===== src/rtl/pipe_pkg.sv =====
// Shared definitions for the result pipeline stage: default widths, state encoding, payload layout.
// Latency: n/a (types, constants and one helper function only).
// Backpressure: n/a.
package pipe_pkg;

   localparam int PIPE_DATA_W = 32;
   localparam int PIPE_SEL_W  = 5;

   // SKID is only reachable when the skid buffer is built in.
   typedef enum logic [1:0] {
      ST_EMPTY = 2'd0,
      ST_FULL  = 2'd1,
      ST_SKID  = 2'd2
   } pipe_state_e;

   // Payload at the default widths; field order {data, sel, we}.
   typedef struct packed {
      logic [PIPE_DATA_W-1:0] data;
      logic [PIPE_SEL_W-1:0]  sel;
      logic                   we;
   } pipe_payload_t;

   // A write-enable may only reach the register file alongside a valid payload.
   function automatic logic qualify_we(input logic we, input logic vld);
      return we & vld;
   endfunction

endpackage


===== src/rtl/pipe_skid_buf.sv =====
// Skid entry: one payload register plus valid bit, used when the main entry is stalled.
// Latency: one cycle from load to q/vld.
// Backpressure: none of its own; the owning stage decides when to load or clear.
//
// Ports:
//   clk, rst   clock and asynchronous active-high reset (clears payload and valid)
//   clr        synchronous clear, wins over load
//   load       capture d and set vld
//   d, q, vld  payload in, held payload out, entry occupied
module pipe_skid_buf
   import pipe_pkg::*;
#(
   parameter int W = PIPE_DATA_W + PIPE_SEL_W + 1
) (
   input  logic         clk,
   input  logic         rst,
   input  logic         clr,
   input  logic         load,
   input  logic [W-1:0] d,
   output logic [W-1:0] q,
   output logic         vld
);

   always_ff @(posedge clk or posedge rst) begin
      if (rst) begin
         q   <= '0;
         vld <= 1'b0;
      end else if (clr) begin
         q   <= '0;
         vld <= 1'b0;
      end else if (load) begin
         q   <= d;
         vld <= 1'b1;
      end
   end

endmodule


===== src/rtl/pipe_stage_reg.sv =====
// Valid/ready pipeline register for {data, sel, we} between ALU result and register-file write.
// Latency: one cycle from input transfer to out_* ports.
// Backpressure: default build passes out_ready through to in_ready combinationally; with
//   PIPE_STAGE_SKID_EN defined a skid entry absorbs one extra beat so in_ready comes from
//   state flops only, keeping full throughput without an out_ready->in_ready path.
//
// Ports:
//   clk, rst                       clock, asynchronous active-high reset
//   flush                          synchronous squash of all held entries (highest priority)
//   in_valid/in_ready              upstream handshake
//   in_data/in_sel/in_we           upstream payload
//   out_valid/out_ready            downstream handshake
//   out_data/out_sel/out_we        held payload; out_we is forced low while out_valid is low
//
// Configuration macro: PIPE_STAGE_SKID_EN (undefined by default).
module pipe_stage_reg
   import pipe_pkg::*;
#(
   parameter int DATA_W = PIPE_DATA_W,
   parameter int SEL_W  = PIPE_SEL_W
) (
   input  logic              clk,
   input  logic              rst,
   input  logic              flush,
   input  logic              in_valid,
   output logic              in_ready,
   input  logic [DATA_W-1:0] in_data,
   input  logic [SEL_W-1:0]  in_sel,
   input  logic              in_we,
   output logic              out_valid,
   input  logic              out_ready,
   output logic [DATA_W-1:0] out_data,
   output logic [SEL_W-1:0]  out_sel,
   output logic              out_we
);

   // Local payload layout at the instance widths (same field order as pipe_payload_t).
   typedef struct packed {
      logic [DATA_W-1:0] data;
      logic [SEL_W-1:0]  sel;
      logic              we;
   } pld_t;

   pipe_state_e state_q, state_d;
   pld_t        main_q, main_d;
   pld_t        in_pld;
   logic        in_xfer;
   logic        out_xfer;

   assign in_pld   = {in_data, in_sel, in_we};
   assign in_xfer  = in_valid & in_ready;
   assign out_xfer = out_valid & out_ready;

`ifdef PIPE_STAGE_SKID_EN
   localparam int PLD_W = $bits(pld_t);

   logic             skid_load;
   logic             skid_clr;
   logic             skid_vld;
   logic [PLD_W-1:0] skid_q;

   pipe_skid_buf #(.W(PLD_W)) u_skid (
      .clk  (clk),
      .rst  (rst),
      .clr  (skid_clr),
      .load (skid_load),
      .d    (in_pld),
      .q    (skid_q),
      .vld  (skid_vld)
   );

   // Decoded from the state flop only, so it never depends on out_ready this cycle.
   assign in_ready = (state_q != ST_SKID);
`else
   // Accept when empty, or when the held payload leaves at the same edge.
   assign in_ready = ~out_valid | out_ready;
`endif

   always_comb begin
      state_d = state_q;
      main_d  = main_q;
`ifdef PIPE_STAGE_SKID_EN
      skid_load = 1'b0;
      skid_clr  = 1'b0;
`endif
      if (flush) begin
         // Squash everything, including a transfer offered in the same cycle.
         state_d = ST_EMPTY;
         main_d  = '0;
`ifdef PIPE_STAGE_SKID_EN
         skid_clr = 1'b1;
`endif
      end else begin
         unique case (state_q)
            ST_EMPTY: begin
               if (in_xfer) begin
                  state_d = ST_FULL;
                  main_d  = in_pld;
               end
            end
            ST_FULL: begin
`ifdef PIPE_STAGE_SKID_EN
               if (in_xfer && !out_xfer) begin
                  // Downstream stalled: park the new beat behind the main entry.
                  state_d   = ST_SKID;
                  skid_load = 1'b1;
               end else if (in_xfer) begin
                  main_d = in_pld;
               end else if (out_xfer) begin
                  state_d = ST_EMPTY;
               end
`else
               // in_ready already implies out_ready here, so an input transfer is
               // always a simultaneous replace.
               if (in_xfer) begin
                  main_d = in_pld;
               end else if (out_xfer) begin
                  state_d = ST_EMPTY;
               end
`endif
            end
`ifdef PIPE_STAGE_SKID_EN
            ST_SKID: begin
               // in_ready is low here, so only the drain of main can happen.
               if (out_xfer && skid_vld) begin
                  state_d  = ST_FULL;
                  main_d   = pld_t'(skid_q);
                  skid_clr = 1'b1;
               end
            end
`endif
            default: begin
               state_d = ST_EMPTY;
               main_d  = '0;
            end
         endcase
      end
   end

   always_ff @(posedge clk or posedge rst) begin
      if (rst) begin
         state_q <= ST_EMPTY;
         main_q  <= '0;
      end else begin
         state_q <= state_d;
         main_q  <= main_d;
      end
   end

   assign out_valid = (state_q != ST_EMPTY);
   assign out_data  = main_q.data;
   assign out_sel   = main_q.sel;
   assign out_we    = qualify_we(main_q.we, out_valid);

endmodule


===== config.mk =====
export PLATFORM = sky130hd
export DESIGN_NAME = pipe_stage_reg
export DESIGN_NICKNAME = d
export VERILOG_FILES = /design/src/rtl/pipe_pkg.sv /design/src/rtl/pipe_skid_buf.sv /design/src/rtl/pipe_stage_reg.sv
export SDC_FILE = /design/constraint.sdc
export NUM_CORES = 1
export LEC_CHECK = 0
export CAP_MARGIN = 20
export CORE_ASPECT_RATIO = 0.8
export CORE_MARGIN = 2
export CORE_UTILIZATION = 45
export DETAILED_ROUTE_END_ITERATION = 8
export GPL_ROUTABILITY_DRIVEN = 0
export PLACE_DENSITY = 0.8
export SLEW_MARGIN = 20
export SYNTH_ARGS = -nofsm -noshare
export SYNTH_HDL_FRONTEND = slang
export SYNTH_SLANG_ARGS = --single-unit

===== constraint.sdc =====
create_clock -name clk -period 1.46 [get_ports clk]
set_input_delay 0.219 -clock clk [delete_from_list [all_inputs] [get_ports clk]]
set_output_delay 0.219 -clock clk [all_outputs]
set_load 0.01 [all_outputs]

==> results of run 1 <==
==> sequential cells by signal (all words and copies together), names as in the netlist <==
signal,cells
main_q,1
state_q,1
out_sel,5
out_data,32
==> routing by layer <==
layer / part of all wire, % / vias to the layer above
li1: - / 794
met1: 49 / 792
met2: 43 / 59
met3: 6.7 / 5
met4: 1.1 / 0
met5: 0 / -
==> through the flow <==
stage	hold WS, ns	instance area [um2]	cells	utilization, %
global placement	0.577	2930	311	58.4
finish	0.256	3060	322	61.1
detailed placement	0.578	2930	311	58.4
global route	0.282	3060	322	61.1
CTS	0.262	3040	321	60.6
floorplan	0.369	2330	217	-
==> cell families (layout without fill, tap and decap cells) <==
family,Yosys count,count (layout),share of synthesized area [%]
flops,39,39,41.9
simple gates,40,40,8.70
buf+inv,61,104,18.6
compound gates,77,77,30.8
==> layout make-up <==
cell class,instances,area share [%]
flip-flops and latches,39,31.9
repair buffers,94,31.8
multi-input cells,117,30.2
clock buffers,8,3.27
well taps,62,2.54
inverters,2,0.245
==> cells in the final DEF, fill, tap and decap left out, drive strengths merged <==
cell / instances
nand2b: 1
clkinv: 1
inv: 1
clkdlybuf4s15: 1
dlygate4sd2: 2
nand3: 38
clkdlybuf4s50: 72
clkbuf: 8
a21bo: 38
a21oi: 39
buf: 14
dlymetal6s2s: 5
and2: 1
dfrtp: 39
==> worst paths after layout <==
path	startpoint	endpoint	slack (ns)
max in group asynchronous	rst	out_data[7]$_DFFE_PP0P_	1.01
min in group clk	flush	out_data[31]$_DFFE_PP0P_	0.38
hold / removal	rst	out_data[16]$_DFFE_PP0P_	0.26
setup / recovery	out_data[3]$_DFFE_PP0P_	out_data[3]	0.04
setup reg to reg	state_q[0]$_DFFE_PP0P_	out_sel[3]$_DFFE_PP0P_	0.15
hold reg to reg	out_sel[4]$_DFFE_PP0P_	out_sel[4]$_DFFE_PP0P_	0.65
==> what timing repair did <==
action | in CTS | in global routing
setup endpoints to repair | 3 | 6
gates resized for setup | 3 | 6
buffers inserted | 2 | 1
==> power by group through the flow <==
stage	clock network (uW)	registers, uW	logic, uW
floorplan	0	1180	367
global placement	0	1190	557
detailed placement	0	1190	566
CTS	819	1170	571
global route	866	1180	611
finish	792	1170	565
==> impl_metrics.py, run 1 <==
metrics = {
    "routing": {
        "route.detailed.drc": 0,
        "drt-vias-per-instance": 5.12,
        "finalWirelength_mm": 4.80,
        "first_pass_iters": 4,
        "avgRoutedWirePerCell_um": 14.9,
        "drtAntennaViolNets": 0,
        "drt-initial-drc-count": 118,
        "vias": 1650,
    },
    "pwr": {
        "fin_total_pwr_uw": 2530,
        "peakVddDrop_mv": 0.390,
        "intPower_uw": 1890,
        "total_leakage_power_uw": 0.00132,
        "clockPowerShare_pct": 31.3,
        "p_sw_uw": 637,
        "combPwrFrac_pct": 22.3,
        "power-per-cell-area_mw_per_mm2": 827,
        "pwr-share-seq_pct": 46.4,
        "switching_share_pct": 25.2,
    },
    "placement": {
        "hpwl_mm": 3.12,
        "pre_cts_slack_ns": -0.123,
        "io_buffers": 82,
    },
    "final_layout": {
        "nNetsFinal": 302,
        "antenna_cells": 0,
        "regArea_um2": 976,
        "final.fill_count": 447,
        "area_delta_synth_final_pct": 31.2,
        "multi_input_area_um2": 923,
        "layout-drive-gt1-share_pct": 23.1,
    },
    "setup_path": {
        "criticalPathCategory": "register to output port",
        "reg2regPathDepth": 6,
        "worst-path-buf-inv": 1,
        "path_cells": "clkdlybuf4s50_1",
        "critPathSlowestCell": "clkdlybuf4s50_1",
        "required_ns": 1.24,
        "startpoint_type": "register",
        "cp-end-kind": "output port",
        "cp_max_fo": 2,
        "cp_num_cells": 1,
        "cpPeakStageDelay_ns": 0.54,
        "cp_top_family": "buffers and inverters",
        "worstPathArrival_ns": 1.20,
    },
    "global_route": {
        "grtUsageMet3_pct": 4.46,
        "grt_usage_pct": 17.3,
        "grt_pass1_vias": 1564,
        "antenna_found_initial": 0,
        "grt_pass1_wl_mm": 7.83,
        "grt_overflow": 0,
        "grtUsageMet2_pct": 26.2,
        "grt_max_degree": 78,
        "grt_most_used_layer": "met2",
        "grt.met1_usage_pct": 24.4,
    },
    "synth": {
        "synth_cell_type_count": 13,
        "ys_seq_area_share_pct": 41.9,
        "synth_area_mm2": 0.00233,
        "synth-edff-count": 0,
        "yosys_warnings": 0,
        "ys.flop_type": "dfrtp_1",
        "ys_seq_elements": 39,
        "yosys.area.top_type": "dfrtp_1",
        "synth.top_cells.by_count": "dfrtp_1, a21bo_1, a21oi_2, buf_4, nand3_1",
        "synth_area_leaders": "dfrtp_1, a21bo_1, a21oi_2, buf_4, nand3_1",
        "synth_cells": 217,
        "synthArstFlopShare_pct": 100,
        "syn_avg_cell_area_um2": 10.7,
        "synth_fp_nets": 260,
        "yosys.cell_count.top_type": "dfrtp_1",
        "synth_top_cell_area_share_pct": 41.9,
    },
    "cts": {
        "clock-sinks": 39,
        "cts_buffers": 5,
        "cts_tree": "built",
        "root_buffer": "clkbuf_8",
        "cts_max_level": 2,
        "cts.clk_slew.worst_paths_ns": 0.07,
        "clk_path_buf_depth": 2,
        "insertion_delay_ns": 0.28,
        "postCtsHoldBufs": 0,
    },
    "timing": {
        "rsz0062_at_grt": "no",
        "min_period_ns": 1.42,
        "timing.final.ws_setup_ns": 0.0366,
        "clock_skew_ns": 0.00221,
        "drv_slew": 0,
        "maxSlewHeadroom_pct": 78.2,
        "fmax_mhz": 703,
        "finalHoldViolCount": 0,
        "worst_pin_slew_ns": 0.327,
        "fin_setup_tns_ns": 0,
        "report.final.setup_viol": 0,
        "min_period_over_period_pct": 97.5,
    },
    "floorplanning": {
        "io-pin-count": 83,
        "dieArea_mm2": 0.00578,
        "rows": 23,
        "die_x_um": 84.5,
        "start_util_pct": 46.6,
        "die_h_um": 68.4,
        "core_area_mm2": 0.00501,
    },
    "run_status": {
        "status": "finished clean",
    },
    "min_path": {
        "worstHoldPathType": "primary input to asynchronous set/reset pin",
    },
    "flow_run": {
        "drv_cap": 0,
    },
}
Power figures use the tool's default switching activity.
==> run 2, diff against run 1 <==
--- a/config.mk
+++ b/config.mk
@@ -5,13 +5,14 @@
 export SDC_FILE = /design/constraint.sdc
 export NUM_CORES = 1
 export LEC_CHECK = 0
+export ABC_AREA = 1
 export CAP_MARGIN = 20
 export CORE_ASPECT_RATIO = 0.8
 export CORE_MARGIN = 2
-export CORE_UTILIZATION = 45
+export CORE_UTILIZATION = 43
 export DETAILED_ROUTE_END_ITERATION = 8
 export GPL_ROUTABILITY_DRIVEN = 0
-export PLACE_DENSITY = 0.8
+export PLACE_DENSITY = 0.81
 export SLEW_MARGIN = 20
 export SYNTH_ARGS = -nofsm -noshare
 export SYNTH_HDL_FRONTEND = slang
==> run 2 against run 1 <==
Net effect: register-to-register slack better by 0.15 ns; sequential cell count stayed put; core utilization shrank 0.93 points; fmax up 0.43%; final area decreased by 11%; largest cell class unchanged.
==> impl_metrics.py, run 2 <==
metrics = {
    "cts": {
        "insertion_delay_ns": 0.28,
        "cts_tree": "built",
        "root_buffer": "clkbuf_8",
        "postCtsHoldBufs": 0,
        "clk_path_buf_depth": 2,
        "cts_max_level": 2,
        "clock-sinks": 39,
        "cts_buffers": 5,
        "cts.clk_slew.worst_paths_ns": 0.07,
    },
    "setup_path": {
        "required_ns": 1.24,
        "cp_max_fo": 2,
        "cpPeakStageDelay_ns": 0.55,
        "worst-path-buf-inv": 1,
        "criticalPathCategory": "register to output port",
        "critPathSlowestCell": "clkdlybuf4s50_1",
        "startpoint_type": "register",
        "path_cells": "clkdlybuf4s50_1",
        "cp-end-kind": "output port",
        "worstPathArrival_ns": 1.20,
        "cp_top_family": "buffers and inverters",
    },
    "synth": {
        "synth-edff-count": 0,
        "ys_seq_elements": 39,
        "synth_cells": 219,
        "yosys.area.top_type": "dfrtp_1",
        "synth.top_cells.by_count": "buf_4, nand2_1, dfrtp_1, nand3_1, nand4_1",
        "ys.flop_type": "dfrtp_1",
        "synthArstFlopShare_pct": 100,
        "yosys_warnings": 0,
        "ys_seq_area_share_pct": 49.3,
        "synth_area_leaders": "dfrtp_1, buf_4, nand4_1, nand3_1, nand2_1",
        "synth_cell_type_count": 12,
        "synth_top_cell_area_share_pct": 49.3,
        "synth_area_mm2": 0.00198,
        "syn_avg_cell_area_um2": 9.04,
        "synth_fp_nets": 262,
    },
    "timing": {
        "clock_skew_ns": 0.00423,
        "report.final.setup_viol": 0,
        "rsz0062_at_grt": "no",
        "finalHoldViolCount": 0,
        "fmax_mhz": 706,
        "drv_slew": 0,
        "maxSlewHeadroom_pct": 85.6,
        "fin_setup_tns_ns": 0,
        "worst_pin_slew_ns": 0.216,
        "min_period_over_period_pct": 97.1,
        "min_period_ns": 1.42,
    },
    "final_layout": {
        "largest_reg_flops": 32,
        "area_delta_synth_final_pct": 37.1,
        "nNetsFinal": 304,
        "final_common_cell": "clkdlybuf4s50_1",
        "layout-drive-gt1-share_pct": 7.63,
        "antenna_cells": 0,
        "most-common-layout-cells": "clkdlybuf4s50_1, nand2_1, dfrtp_1",
        "finalInstanceArea_mm2": 0.00272,
        "finalNonFillerCells": 322,
        "final.fill_count": 418,
    },
    "routing": {
        "vias": 1638,
        "drtAntennaViolNets": 0,
        "drt-vias-per-instance": 5.09,
        "avgRoutedWirePerCell_um": 13.7,
        "route.detailed.drc": 0,
        "finalWirelength_mm": 4.42,
        "first_pass_iters": 4,
        "drt-initial-drc-count": 38,
    },
    "pwr": {
        "peakVddDrop_mv": 0.543,
        "power-per-cell-area_mw_per_mm2": 903,
        "total_leakage_power_uw": 0.00137,
    },
    "placement": {
        "placed_cells": 313,
        "postPlaceCellArea_mm2": 0.00260,
        "io_buffers": 82,
        "hpwl_mm": 3.04,
    },
    "global_route": {
        "grt_overflow": 0,
        "grt_pass1_vias": 1556,
        "grt_usage_pct": 18.4,
        "grt_pass1_wl_mm": 7.31,
        "grt_max_degree": 50,
        "antenna_found_initial": 0,
    },
    "min_path": {
        "worstHoldPathType": "primary input to asynchronous set/reset pin",
    },
    "flow_run": {
        "drv_cap": 0,
    },
    "floorplanning": {
        "dieArea_mm2": 0.00517,
        "core_area_mm2": 0.00451,
        "rows": 22,
        "io-pin-count": 83,
        "start_util_pct": 43.9,
        "die_h_um": 64.7,
        "die_x_um": 79.9,
    },
    "run_status": {
        "status": "finished clean",
    },
}
## run 2: where the power goes
group	leakage (uW)	switching, uW	internal, uW
registers	0.000520	35.6	1140
clock network	0.0000515	351	431
logic	0.000795	214	275
total	0.00137	601	1850
## run 2: path summary, 6_finish.rpt
path	slack [ns]	to	cells after the start	from
max in group asynchronous	1.00	out_data[30]$_DFFE_PP0P_	3	rst
min reg2reg	0.50	out_data[10]$_DFFE_PP0P_	2	out_data[10]$_DFFE_PP0P_
max reg2reg	0.30	out_sel[2]$_DFFE_PP0P_	6	state_q[0]$_DFFE_PP0P_
min in group clk	0.49	out_data[18]$_DFFE_PP0P_	3	in_data[18]
min	0.27	out_data[21]$_DFFE_PP0P_	3	rst
max	0.04	out_data[11]	1	out_data[11]$_DFFE_PP0P_
## run 2: metrics by stage
stage	setup slack (ns)	util, %	power [uW]	hold slack [ns]
detailed placement	-0.0812	57.5	1700	0.489
CTS	0.0176	59.9	2490	0.268
global route	0.000857	60.1	2580	0.285
finish	0.0427	60.1	2450	0.267
global placement	-0.0840	57.5	1690	0.481
floorplan	0.352	-	1480	0.282
## run 2: kinds of logic after synthesis
| group | count (synthesis) | synth area share, % |
|---|---|---|
| buffers and inverters | 62 | 21.0 |
| AND/OR/NAND/NOR | 117 | 29.5 |
| AO/OA/AOI/OAI | 1 | 0.252 |
| flip-flops | 39 | 49.3 |
## run 2: routing by layer
layer / global-route usage (%) / routed length (um)
met4: 5.08 / 42
met5: 0 / 0
met2: 33.1 / 2260
met1: 21.1 / 1800
met3: 5.43 / 317
## run 2: area by class of cell
class / instances / area, um2 / share of cell area (%)
sequential: 39 / 976 / 35.9
inverter: 5 / 18.8 / 0.691
timing repair buffer: 92 / 956 / 35.2
multi-input combinational: 118 / 589 / 21.7
clock buffer: 8 / 100 / 3.69
tap: 60 / 75.1 / 2.76
## run 2: what timing repair did
item	4_1_cts	5_1_grt
cloned	0	0
pin swaps	0	0
gates resized for setup	2	5
setup endpoints to repair	3	5
buffers inserted	1	0
==> run 3, diff against run 2 <==
--- a/config.mk
+++ b/config.mk
@@ -12,6 +12,7 @@
 export CORE_UTILIZATION = 43
 export DETAILED_ROUTE_END_ITERATION = 8
 export GPL_ROUTABILITY_DRIVEN = 0
+export GPL_TIMING_DRIVEN = 0
 export PLACE_DENSITY = 0.81
 export SLEW_MARGIN = 20
 export SYNTH_ARGS = -nofsm -noshare
==> run 3 against run 2 <==
Net effect: final area rose by 9.0%; core utilization rose by 5.4 points; via count rose by 12%; setup slack improved by 0.021 ns; clock skew fell by 0.00064 ns; combinational power rose by 11%; global-route usage rose by 1.0 points; critical path type unchanged.
==> impl_metrics.py, run 3 (synthesis results as in run 2) <==
metrics = {
    "floorplanning": {
        "dieArea_mm2": 0.00517,
        "core_area_mm2": 0.00451,
        "start_util_pct": 43.9,
        "rows": 22,
        "io-pin-count": 83,
        "die_x_um": 79.9,
        "die_h_um": 64.7,
    },
    "placement": {
        "pre_cts_slack_ns": -0.362,
        "io_buffers": 82,
        "hpwl_mm": 3.54,
    },
    "timing": {
        "rsz0062_at_grt": "no",
        "clock_skew_ns": 0.00359,
        "min_period_ns": 1.40,
        "timing.final.ws_setup_ns": 0.0641,
        "maxSlewHeadroom_pct": 69.3,
        "worst_pin_slew_ns": 0.461,
        "report.final.setup_viol": 0,
        "drv_slew": 0,
        "fmax_mhz": 716,
        "finalHoldViolCount": 0,
        "min_period_over_period_pct": 95.6,
    },
    "setup_path": {
        "cp-end-kind": "output port",
        "cpPeakStageDelay_ns": 0.42,
        "reg2regPathDepth": 7,
        "critPathSlowestCell": "dfrtp_1",
        "startpoint_type": "register",
        "criticalPathCategory": "register to output port",
        "path_cells": "buf_4, nand2_1, inv_1, clkdlybuf4s15_1",
        "cp_max_fo": 3,
        "required_ns": 1.24,
        "worstPathArrival_ns": 1.18,
    },
    "routing": {
        "drt-vias-per-instance": 4.92,
        "drt-initial-drc-count": 52,
        "first_pass_iters": 4,
        "drtAntennaViolNets": 0,
        "finalWirelength_mm": 4.84,
        "vias": 1832,
        "route.detailed.drc": 0,
        "avgRoutedWirePerCell_um": 13.0,
    },
    "cts": {
        "cts.clk_slew.worst_paths_ns": 0.07,
        "insertion_delay_ns": 0.29,
        "cts_max_level": 2,
        "postCtsHoldBufs": 0,
        "clock-sinks": 39,
        "root_buffer": "clkbuf_8",
        "clk_path_buf_depth": 2,
        "cts_buffers": 5,
        "cts_tree": "built",
    },
    "pwr": {
        "p_sw_uw": 640,
        "pwr-share-seq_pct": 48.7,
        "peakVddDrop_mv": 0.521,
        "clockPowerShare_pct": 29.0,
        "combPwrFrac_pct": 22.3,
        "switching_share_pct": 26.4,
        "intPower_uw": 1790,
        "total_leakage_power_uw": 0.00165,
        "power-per-cell-area_mw_per_mm2": 820,
        "fin_total_pwr_uw": 2430,
    },
    "global_route": {
        "grt_max_degree": 25,
        "grt_pass1_vias": 1690,
        "antenna_found_initial": 0,
        "grt_usage_pct": 19.4,
        "grt_pass1_wl_mm": 7.64,
        "grt_overflow": 0,
    },
    "final_layout": {
        "final_util_pct": 65.6,
        "nNetsFinal": 354,
        "largest_reg_flops": 32,
        "most-common-layout-cells": "buf_4, clkdlybuf4s50_1, nand2_1",
        "layout-drive-gt1-share_pct": 20.8,
        "area_delta_synth_final_pct": 49.5,
        "antenna_cells": 0,
        "final.fill_count": 417,
        "final_common_cell": "buf_4",
    },
    "min_path": {
        "worstHoldPathType": "primary input to asynchronous set/reset pin",
    },
    "run_status": {
        "status": "finished clean",
    },
    "flow_run": {
        "drv_cap": 0,
    },
}
-- run 3: changes by cell type in the layout (fill, tap and decap cells not counted), moves of 2 or more --
cell,delta
buf_12,-4
buf_2,+7
buf_4,+37
buf_6,+3
clkbuf_1,+6
clkbuf_8,-2
clkdlybuf4s50_1,-33
dlygate4sd2_1,+37
dlymetal6s2s_1,-5
-- run 3: cell type report --
cell class | count | area (um2) | area share, %
Sequential cell | 39 | 976 | 33.0
Timing Repair Buffer | 86 | 822 | 27.8
Multi-Input combinational cell | 118 | 594 | 20.1
Buffer | 56 | 393 | 13.3
Clock buffer | 7 | 76.3 | 2.58
Tap cell | 60 | 75.1 | 2.54
Inverter | 5 | 18.8 | 0.634
Clock inverter | 1 | 5.00 | 0.169
-- run 3: power groups by stage --
stage,Sequential [uW],Clock [uW],Combinational [uW]
after detailed placement,1200,0,587
final,1180,703,542
after floorplan,1190,0,287
after global routing,1190,767,586
after global placement,1200,0,571
after CTS,1180,719,545
-- run 3: path summary, 6_finish.rpt --
kind                            slack [ns]                  endpoint                     from
worst min-delay path                  0.24  out_data[19]$_DFFE_PP0P_                      rst
worst max-delay path                  0.06                    out_we   state_q[0]$_DFFE_PP0P_
max in group asynchronous             0.78    out_sel[0]$_DFFE_PP0P_                      rst
worst max register to register        0.15    out_sel[3]$_DFFE_PP0P_   state_q[0]$_DFFE_PP0P_
min in group clk                      0.49  out_data[26]$_DFFE_PP0P_              in_data[26]
worst min register to register        0.50   out_data[0]$_DFFE_PP0P_  out_data[0]$_DFFE_PP0P_
-- run 3: critical path, delay by kind of cell, from the launching register on --
kind / cells / cell delay [ns]
buf+inv: 3 / 0.42
simple gates: 1 / 0.04
flops: 1 / 0.42
-- run 3: what timing repair did --
| item | in CTS | in global routing |
|---|---|---|
| buffers inserted | 2 | 1 |
| pin swaps | 1 | 0 |
| gates resized for setup | 42 | 2 |
| endpoints found under the setup margin | 40 | 8 |
-- run 3: stage by stage --
stage,instances,instance area (um2),setup TNS (ns),hold WS (ns)
final,372,2960,0,0.236
after global routing,372,2960,0,0.273
after CTS,371,2950,0,0.246
after detailed placement,362,2900,-0.392,0.489
after global placement,361,2880,-19.49,0.483
after floorplan,219,1980,0,0.282
-- run 3: per-layer routing --
layer  vias to the layer above  global-route usage (%)  share of wire [%]
met5                         -                       0                  0
met2                        76                    29.6                 45
met3                        14                    4.74                7.2
met1                       847                    25.6                 45
li1                        895                       -                  -
met4                         0                    10.2                2.8
